**src/rtl/mux_bus_if.sv**
```systemverilog
// Multiplexed address/data bus between the core (master) and the memory (slave).
// Ports: req/rw/blen/bus_in/wvalid from master; bus_out/bus_oe/rvalid/wack/busy/err from slave.
interface mux_bus_if #(
    parameter int DATA_W    = 8,
    parameter int MAX_BURST = 4,
    localparam int BL_W     = (MAX_BURST > 1) ? $clog2(MAX_BURST) : 1
);
    logic              req;
    logic              rw;
    logic [BL_W-1:0]   blen;
    logic [DATA_W-1:0] bus_in;
    logic              wvalid;
    logic [DATA_W-1:0] bus_out;
    logic              bus_oe;
    logic              rvalid;
    logic              wack;
    logic              busy;
    logic              err;

    modport master (
        output req, rw, blen, bus_in, wvalid,
        input  bus_out, bus_oe, rvalid, wack, busy, err
    );

    modport slave (
        input  req, rw, blen, bus_in, wvalid,
        output bus_out, bus_oe, rvalid, wack, busy, err
    );
endinterface

```
**src/rtl/mux_bus_memory.sv**
```systemverilog
// Synchronous memory slave on a multiplexed address/data bus with wrapping bursts.
// Ports: CLK, RST (sync, active-high), bus (mux_bus_if.slave).
module mux_bus_memory #(
    parameter int DATA_W    = 8,
    parameter int DEPTH     = 256,
    parameter int MAX_BURST = 4,
    localparam int AW       = $clog2(DEPTH),
    localparam int BL_W     = (MAX_BURST > 1) ? $clog2(MAX_BURST) : 1
) (
    input logic     CLK,
    input logic     RST,
    mux_bus_if.slave bus
);
    localparam logic [1:0] S_IDLE = 2'd0;
    localparam logic [1:0] S_RD   = 2'd1;
    localparam logic [1:0] S_WR   = 2'd2;

    localparam logic [AW-1:0]   PTR_ONE = 1;
    localparam logic [BL_W-1:0] CNT_ONE = 1;
    localparam logic [BL_W-1:0] CNT_ZERO = '0;

    logic [DATA_W-1:0] mem [DEPTH];

    logic [1:0]        state_q, state_d;
    logic [AW-1:0]     ptr_q, ptr_d;
    logic [BL_W-1:0]   cnt_q, cnt_d;
    logic [DATA_W-1:0] bus_out_q, bus_out_d;
    logic              rvalid_q, rvalid_d;
    logic              oe_q, oe_d;
    logic              wack_q, wack_d;
    logic              err_q, err_d;
    logic              beat_we;
    logic              mem_we;

    always_comb begin
        state_d   = state_q;
        ptr_d     = ptr_q;
        cnt_d     = cnt_q;
        bus_out_d = bus_out_q;
        rvalid_d  = 1'b0;
        oe_d      = 1'b0;
        wack_d    = 1'b0;
        err_d     = 1'b0;
        beat_we   = 1'b0;
        case (state_q)
            S_IDLE: begin
                if (bus.req) begin
                    // Upper address bits beyond AW are ignored.
                    ptr_d   = bus.bus_in[AW-1:0];
                    cnt_d   = bus.blen;
                    state_d = bus.rw ? S_RD : S_WR;
                end
            end
            S_RD: begin
                err_d     = bus.req;
                bus_out_d = mem[ptr_q];
                rvalid_d  = 1'b1;
                oe_d      = 1'b1;
                ptr_d     = ptr_q + PTR_ONE;
                if (cnt_q == CNT_ZERO) begin
                    state_d = S_IDLE;
                end else begin
                    cnt_d = cnt_q - CNT_ONE;
                end
            end
            S_WR: begin
                err_d = bus.req;
                if (bus.wvalid) begin
                    beat_we = 1'b1;
                    wack_d  = 1'b1;
                    ptr_d   = ptr_q + PTR_ONE;
                    if (cnt_q == CNT_ZERO) begin
                        state_d = S_IDLE;
                    end else begin
                        cnt_d = cnt_q - CNT_ONE;
                    end
                end
            end
            default: begin
                state_d = S_IDLE;
            end
        endcase
    end

    // Reset wins over a write beat presented in the same cycle.
    assign mem_we = beat_we && !RST;

    always_ff @(posedge CLK) begin
        if (RST) begin
            state_q   <= S_IDLE;
            ptr_q     <= '0;
            cnt_q     <= '0;
            bus_out_q <= '0;
            rvalid_q  <= 1'b0;
            oe_q      <= 1'b0;
            wack_q    <= 1'b0;
            err_q     <= 1'b0;
        end else begin
            state_q   <= state_d;
            ptr_q     <= ptr_d;
            cnt_q     <= cnt_d;
            bus_out_q <= bus_out_d;
            rvalid_q  <= rvalid_d;
            oe_q      <= oe_d;
            wack_q    <= wack_d;
            err_q     <= err_d;
        end
    end

    // Storage is not reset so contents survive a bus reset.
    always_ff @(posedge CLK) begin
        if (mem_we) begin
            mem[ptr_q] <= bus.bus_in;
        end
    end

    assign bus.bus_out = bus_out_q;
    assign bus.bus_oe  = oe_q;
    assign bus.rvalid  = rvalid_q;
    assign bus.wack    = wack_q;
    assign bus.busy    = (state_q != S_IDLE);
    assign bus.err     = err_q;
endmodule

```
**src/flat_wrapper.sv**
```systemverilog
// flat-port wrapper written by rule: the top's interface ports become plain ports
module mux_bus_memory_flat 
#(
    parameter int DATA_W    = 8,
    parameter int DEPTH     = 256,
    parameter int MAX_BURST = 4,
    localparam int AW       = $clog2(DEPTH),
    localparam int BL_W     = (MAX_BURST > 1) ? $clog2(MAX_BURST) : 1
)
  (CLK, RST, bus_req, bus_rw, bus_blen, bus_bus_in, bus_wvalid, bus_bus_out, bus_bus_oe, bus_rvalid, bus_wack, bus_busy, bus_err);
  mux_bus_if #(.DATA_W(DATA_W), .MAX_BURST(MAX_BURST)) bus_i ();
  input logic CLK;
  input logic RST;
  input wire logic [$bits(bus_i.req)-1:0] bus_req;
  input wire logic [$bits(bus_i.rw)-1:0] bus_rw;
  input wire logic [$bits(bus_i.blen)-1:0] bus_blen;
  input wire logic [$bits(bus_i.bus_in)-1:0] bus_bus_in;
  input wire logic [$bits(bus_i.wvalid)-1:0] bus_wvalid;
  output wire logic [$bits(bus_i.bus_out)-1:0] bus_bus_out;
  output wire logic [$bits(bus_i.bus_oe)-1:0] bus_bus_oe;
  output wire logic [$bits(bus_i.rvalid)-1:0] bus_rvalid;
  output wire logic [$bits(bus_i.wack)-1:0] bus_wack;
  output wire logic [$bits(bus_i.busy)-1:0] bus_busy;
  output wire logic [$bits(bus_i.err)-1:0] bus_err;
  assign bus_i.req = bus_req;
  assign bus_i.rw = bus_rw;
  assign bus_i.blen = bus_blen;
  assign bus_i.bus_in = bus_bus_in;
  assign bus_i.wvalid = bus_wvalid;
  assign bus_bus_out = bus_i.bus_out;
  assign bus_bus_oe = bus_i.bus_oe;
  assign bus_rvalid = bus_i.rvalid;
  assign bus_wack = bus_i.wack;
  assign bus_busy = bus_i.busy;
  assign bus_err = bus_i.err;
  mux_bus_memory #(.DATA_W(DATA_W), .DEPTH(DEPTH), .MAX_BURST(MAX_BURST)) u_core (.CLK(CLK), .RST(RST), .bus(bus_i));
endmodule
```
**config.mk**
```make
export PLATFORM = sky130hd
export DESIGN_NAME = mux_bus_memory_flat
export DESIGN_NICKNAME = d
export VERILOG_FILES = /design/src/rtl/mux_bus_if.sv /design/src/rtl/mux_bus_memory.sv /design/src/flat_wrapper.sv
export SDC_FILE = /design/constraint.sdc
export NUM_CORES = 2
export LEC_CHECK = 0
export CAP_MARGIN = 20
export CORE_MARGIN = 5
export CORE_UTILIZATION = 45
export DETAILED_ROUTE_END_ITERATION = 16
export PLACE_DENSITY = 0.68
export SLEW_MARGIN = 20
export SYNTH_ARGS = -nofsm -noshare
export SYNTH_HDL_FRONTEND = slang
export SYNTH_SLANG_ARGS = --single-unit
```
**constraint.sdc**
```tcl
create_clock -name CLK -period 2.5 [get_ports CLK]
set_input_delay 0.5 -clock CLK [delete_from_list [all_inputs] [get_ports CLK]]
set_output_delay 0.5 -clock CLK [all_outputs]
set_load 0.005 [all_outputs]
```
==> results.sh <==
export IMPL_grt_start_max_net_pins=91
export IMPL_period_share_pct=118
export IMPL_tritoncts="done"
export IMPL_p_int_w=0.0622
export IMPL_die_w_um=435
export IMPL_ys_async_sr_fraction_pct=0
export IMPL_regArea_um2=62000
export IMPL_worstPathRequired_ns=3.18
export IMPL_synth_distinct_cells=59
export IMPL_viasPerCell=6.06
export IMPL_synth_nets=3925
export IMPL_violations="setup timing"
export IMPL_r2r_start="u_core.ptr_q[1]"
export IMPL_final_nets=4657
export IMPL_timing_rr_end="u_core.bus.bus_out[2]"
export IMPL_die_y_um=435
export IMPL_area_growth_synth_to_final_pct=22.0
export IMPL_clk_pin_slew_ns=0.06
export IMPL_drtIter0Drc=5473
export IMPL_synth_edf_count=2048
export IMPL_place_ws_ns=-0.664
export IMPL_cts_root_buf="clkbuf_16"
export IMPL_place_gp_congestion=0.902
export IMPL_critPathMaxStageDelay_ns=0.70
export IMPL_grt_pass1_vias=43000
export IMPL_yosysSeqAreaShare_pct=76.4
export IMPL_holdCritPathClass="input port to register"
export IMPL_hold_viol=0
export IMPL_p_leak_nw=31.2
export IMPL_netlist_area_um2=81100
export IMPL_tightest_slew_ns=0.869
export IMPL_syn_area_per_cell_um2=20.8
export IMPL_ys_top_cells_by_area="edfxtp_1 (76%), mux4_2 (12%), mux2i_1 (1.6%), nor2_1 (1.4%), mux4_1 (0.87%)"
export IMPL_fill_cells=13200
export IMPL_worstPathArrival_ns=3.64
export IMPL_yosys_most_used_dff="edfxtp_1"
export IMPL_fmax_mhz=338
export IMPL_timing_final_ws_setup_ns=-0.460
export IMPL_core_um2=179000
export IMPL_start_util_pct=45.4
export IMPL_die_area_um2=189000
export IMPL_synth_top_area_cell="edfxtp_1"
export IMPL_grt_pass1_wl_um=312000
export IMPL_fin_crit_ns=2.96
export IMPL_antenna_found_initial=2
export IMPL_power_frac_comb_pct=20.3
export IMPL_clkPwrFrac_pct=34.1
export IMPL_cts_sinks=2071
export IMPL_first_pass_iters=5
export IMPL_relSlewSlack_pct=41.6
export IMPL_ys_warn_count=0
export IMPL_wl_per_cell_um=30.4
export IMPL_met1_length_um=84200
export IMPL_vdd_drop_max_uv=684
export IMPL_met3WireLength_um=19500
export IMPL_drc=0
export IMPL_worst_r2r_path_depth=8
export IMPL_cts_buffers=197
export IMPL_regToRegSetupSlack_ns=-0.46
export IMPL_endpoint_kind="register"
export IMPL_io_pins=28
export IMPL_yosys_register_bits=2071
export IMPL_clock_skew_ns=0.0392
export IMPL_hpwlAfterDp_um=142000
export IMPL_startpoint="u_core.ptr_q[1]"
export IMPL_rows=155
export IMPL_setup_viol=427
export IMPL_multi_input_area_um2=19100
export IMPL_drive_above_1_share_pct=37.7
export IMPL_rsz0062_at_grt="true"
export IMPL_postCtsHoldBufs=0
export IMPL_diodes=0
export IMPL_critical_path_class="register to register"
export IMPL_status="finished, violations left"
export IMPL_power_frac_seq_pct=45.6
export IMPL_top_layer_used="met4"
export IMPL_htree_levels=4
export IMPL_endpoint="u_core.bus.bus_out[2]"
export IMPL_synth_most_common_cell="edfxtp_1"
export IMPL_min_from="bus_bus_in[6]"
export IMPL_holdWs_ns=0.224
export IMPL_crit_fanout=8
export IMPL_synthCells=3902
export IMPL_p_sw_share_pct=26.3
export IMPL_grtUsageTotal_pct=23.0
export IMPL_power_w=0.0844
export IMPL_cpMaxStageDelayCell="o211ai_1"
export IMPL_cp_start_kind="register"
export IMPL_path_cells="buf_12 -> buf_16 -> buf_6 -> mux4_2 -> o221ai_1 -> a21oi_2 -> o211ai_1 -> a311oi_1"
export IMPL_vias=43300
export IMPL_drv_slew=0
export IMPL_gr_total_overflow=0
export IMPL_wl_met2_um=105000
export IMPL_drv_cap=0
export IMPL_worstSkewPairLatency_ns=0.83
export IMPL_clk_path_buf_depth=3
export IMPL_power_density_nw_per_um2=853
export IMPL_switchingPower_w=0.0222
export IMPL_ant_nets=0
export IMPL_netlist_top_cells_count="edfxtp_1 (2048), mux4_2 (445), nor2_1 (304)"
export IMPL_wl_um=217000
export IMPL_port_buffers=27
export IMPL_synth_top_cell_area_share_pct=75.8
[registers in the layout, indices dropped and copies added (netlist names)]
| signal | count |
|---|---|
| u_core.bus.bus_out | 8 |
| u_core.bus.err | 1 |
| u_core.bus.rvalid | 1 |
| u_core.bus.wack | 1 |
| u_core.cnt_q | 2 |
| u_core.mem | 2048 |
| u_core.ptr_q | 8 |
| u_core.state_q | 2 |
[stage by stage]
stage          TNS (ns)  instances  utilization, %  area, um^2
6_report         -23.49       7141            55.3       99000
5_1_grt          -77.03       7141            55.3       99000
4_1_cts          -11.62       7141            55.2       98700
3_5_place_dp    -318.70       6736            50.8       90900
3_3_place_gp    -296.04       6736            50.8       90900
2_1_floorplan    -62.55       3902               -       82000
[power by group through the flow]
stage          Sequential [W]  Clock [W]  Combinational [W]
6_report               0.0385     0.0288             0.0171
3_5_place_dp           0.0392          0             0.0153
2_1_floorplan          0.0390          0            0.00846
4_1_cts                0.0385     0.0292             0.0168
5_1_grt                0.0384     0.0307             0.0178
3_3_place_gp           0.0392          0             0.0152
[how the worst min path moves through the flow]
stage	endpoint	cells past startpoint	slack, ns
6_report	u_core.mem[56][6]	1	0.22
5_1_grt	u_core.mem[19][6]	1	0.22
4_1_cts	u_core.mem[4][6]	1	0.20
3_5_place_dp	u_core.cnt_q[1]	2	0.48
3_3_place_gp	u_core.cnt_q[1]	2	0.47
2_1_floorplan	u_core.cnt_q[1]	2	0.46
[layout make-up]
type                    instances  share of cell area, %
inverters                      11                 0.0443
clock inverters               100                   1.03
flip-flops and latches       2071                   62.6
multi-input cells            1570                   19.3
clock buffers                 251                   5.21
repair buffers                783                   8.79
well taps                    2355                   2.98
[cell families after synthesis]
logic type | Yosys count | share of synthesized area, %
fa+ha+maj | 8 | 0.123
compound gates | 358 | 3.11
mux | 646 | 15.4
flops | 2071 | 76.4
buf+inv | 261 | 2.04
simple gates | 558 | 2.93
[per-layer routing]
| layer | up-vias | GRT usage [%] |
|---|---|---|
| met5 | - | 0 |
| met4 | 0 | 7.78 |
| met3 | 412 | 4.57 |
| met2 | 2299 | 37.1 |
| met1 | 22800 | 31.7 |
| li1 | 17700 | - |
[layout by cell type (no fill, tap or decap), types with 10 or more instances in the layout]
cell type	instances
a22oi_1	22
and3_1	12
o211ai_1	11
dfxtp_1	14
mux4_2	450
nand3_2	15
nand3_1	26
nand2_1	120
o22ai_1	44
buf_12	169
buf_4	531
buf_16	16
mux2i_1	113
clkinv_2	31
a221oi_1	16
nor2_1	162
o21ai_0	42
a32oi_1	12
clkinv_1	33
clkbuf_16	199
clkdlybuf4s50_1	18
a22o_1	18
edfxtp_1	2048
nand2b_1	12
a31oi_1	10
clkbuf_1	52
clkbuf_8	10
nor2b_1	17
a21oi_1	42
nor2_4	92
mux2i_2	14
o22ai_2	11
bufinv_16	14
a211oi_1	15
a221oi_2	13
buf_6	26
mux2_2	47
nor2_2	50
mux4_1	22
[worst max-delay path, delay by kind of cell (launching register included)]
family	cells	cell delay (ns)
compound gates	4	1.30
mux	1	0.54
buf+inv	3	0.50
flops	1	0.44
[repair_timing]
item	4_1_cts	5_1_grt
pin swaps	44	19
gates resized for setup	178	51
gates cloned	12	2
setup buffers	46	0
setup endpoints to repair	856	612
endpoints found under the hold margin	0	0
Power figures use the tool's default switching activity.
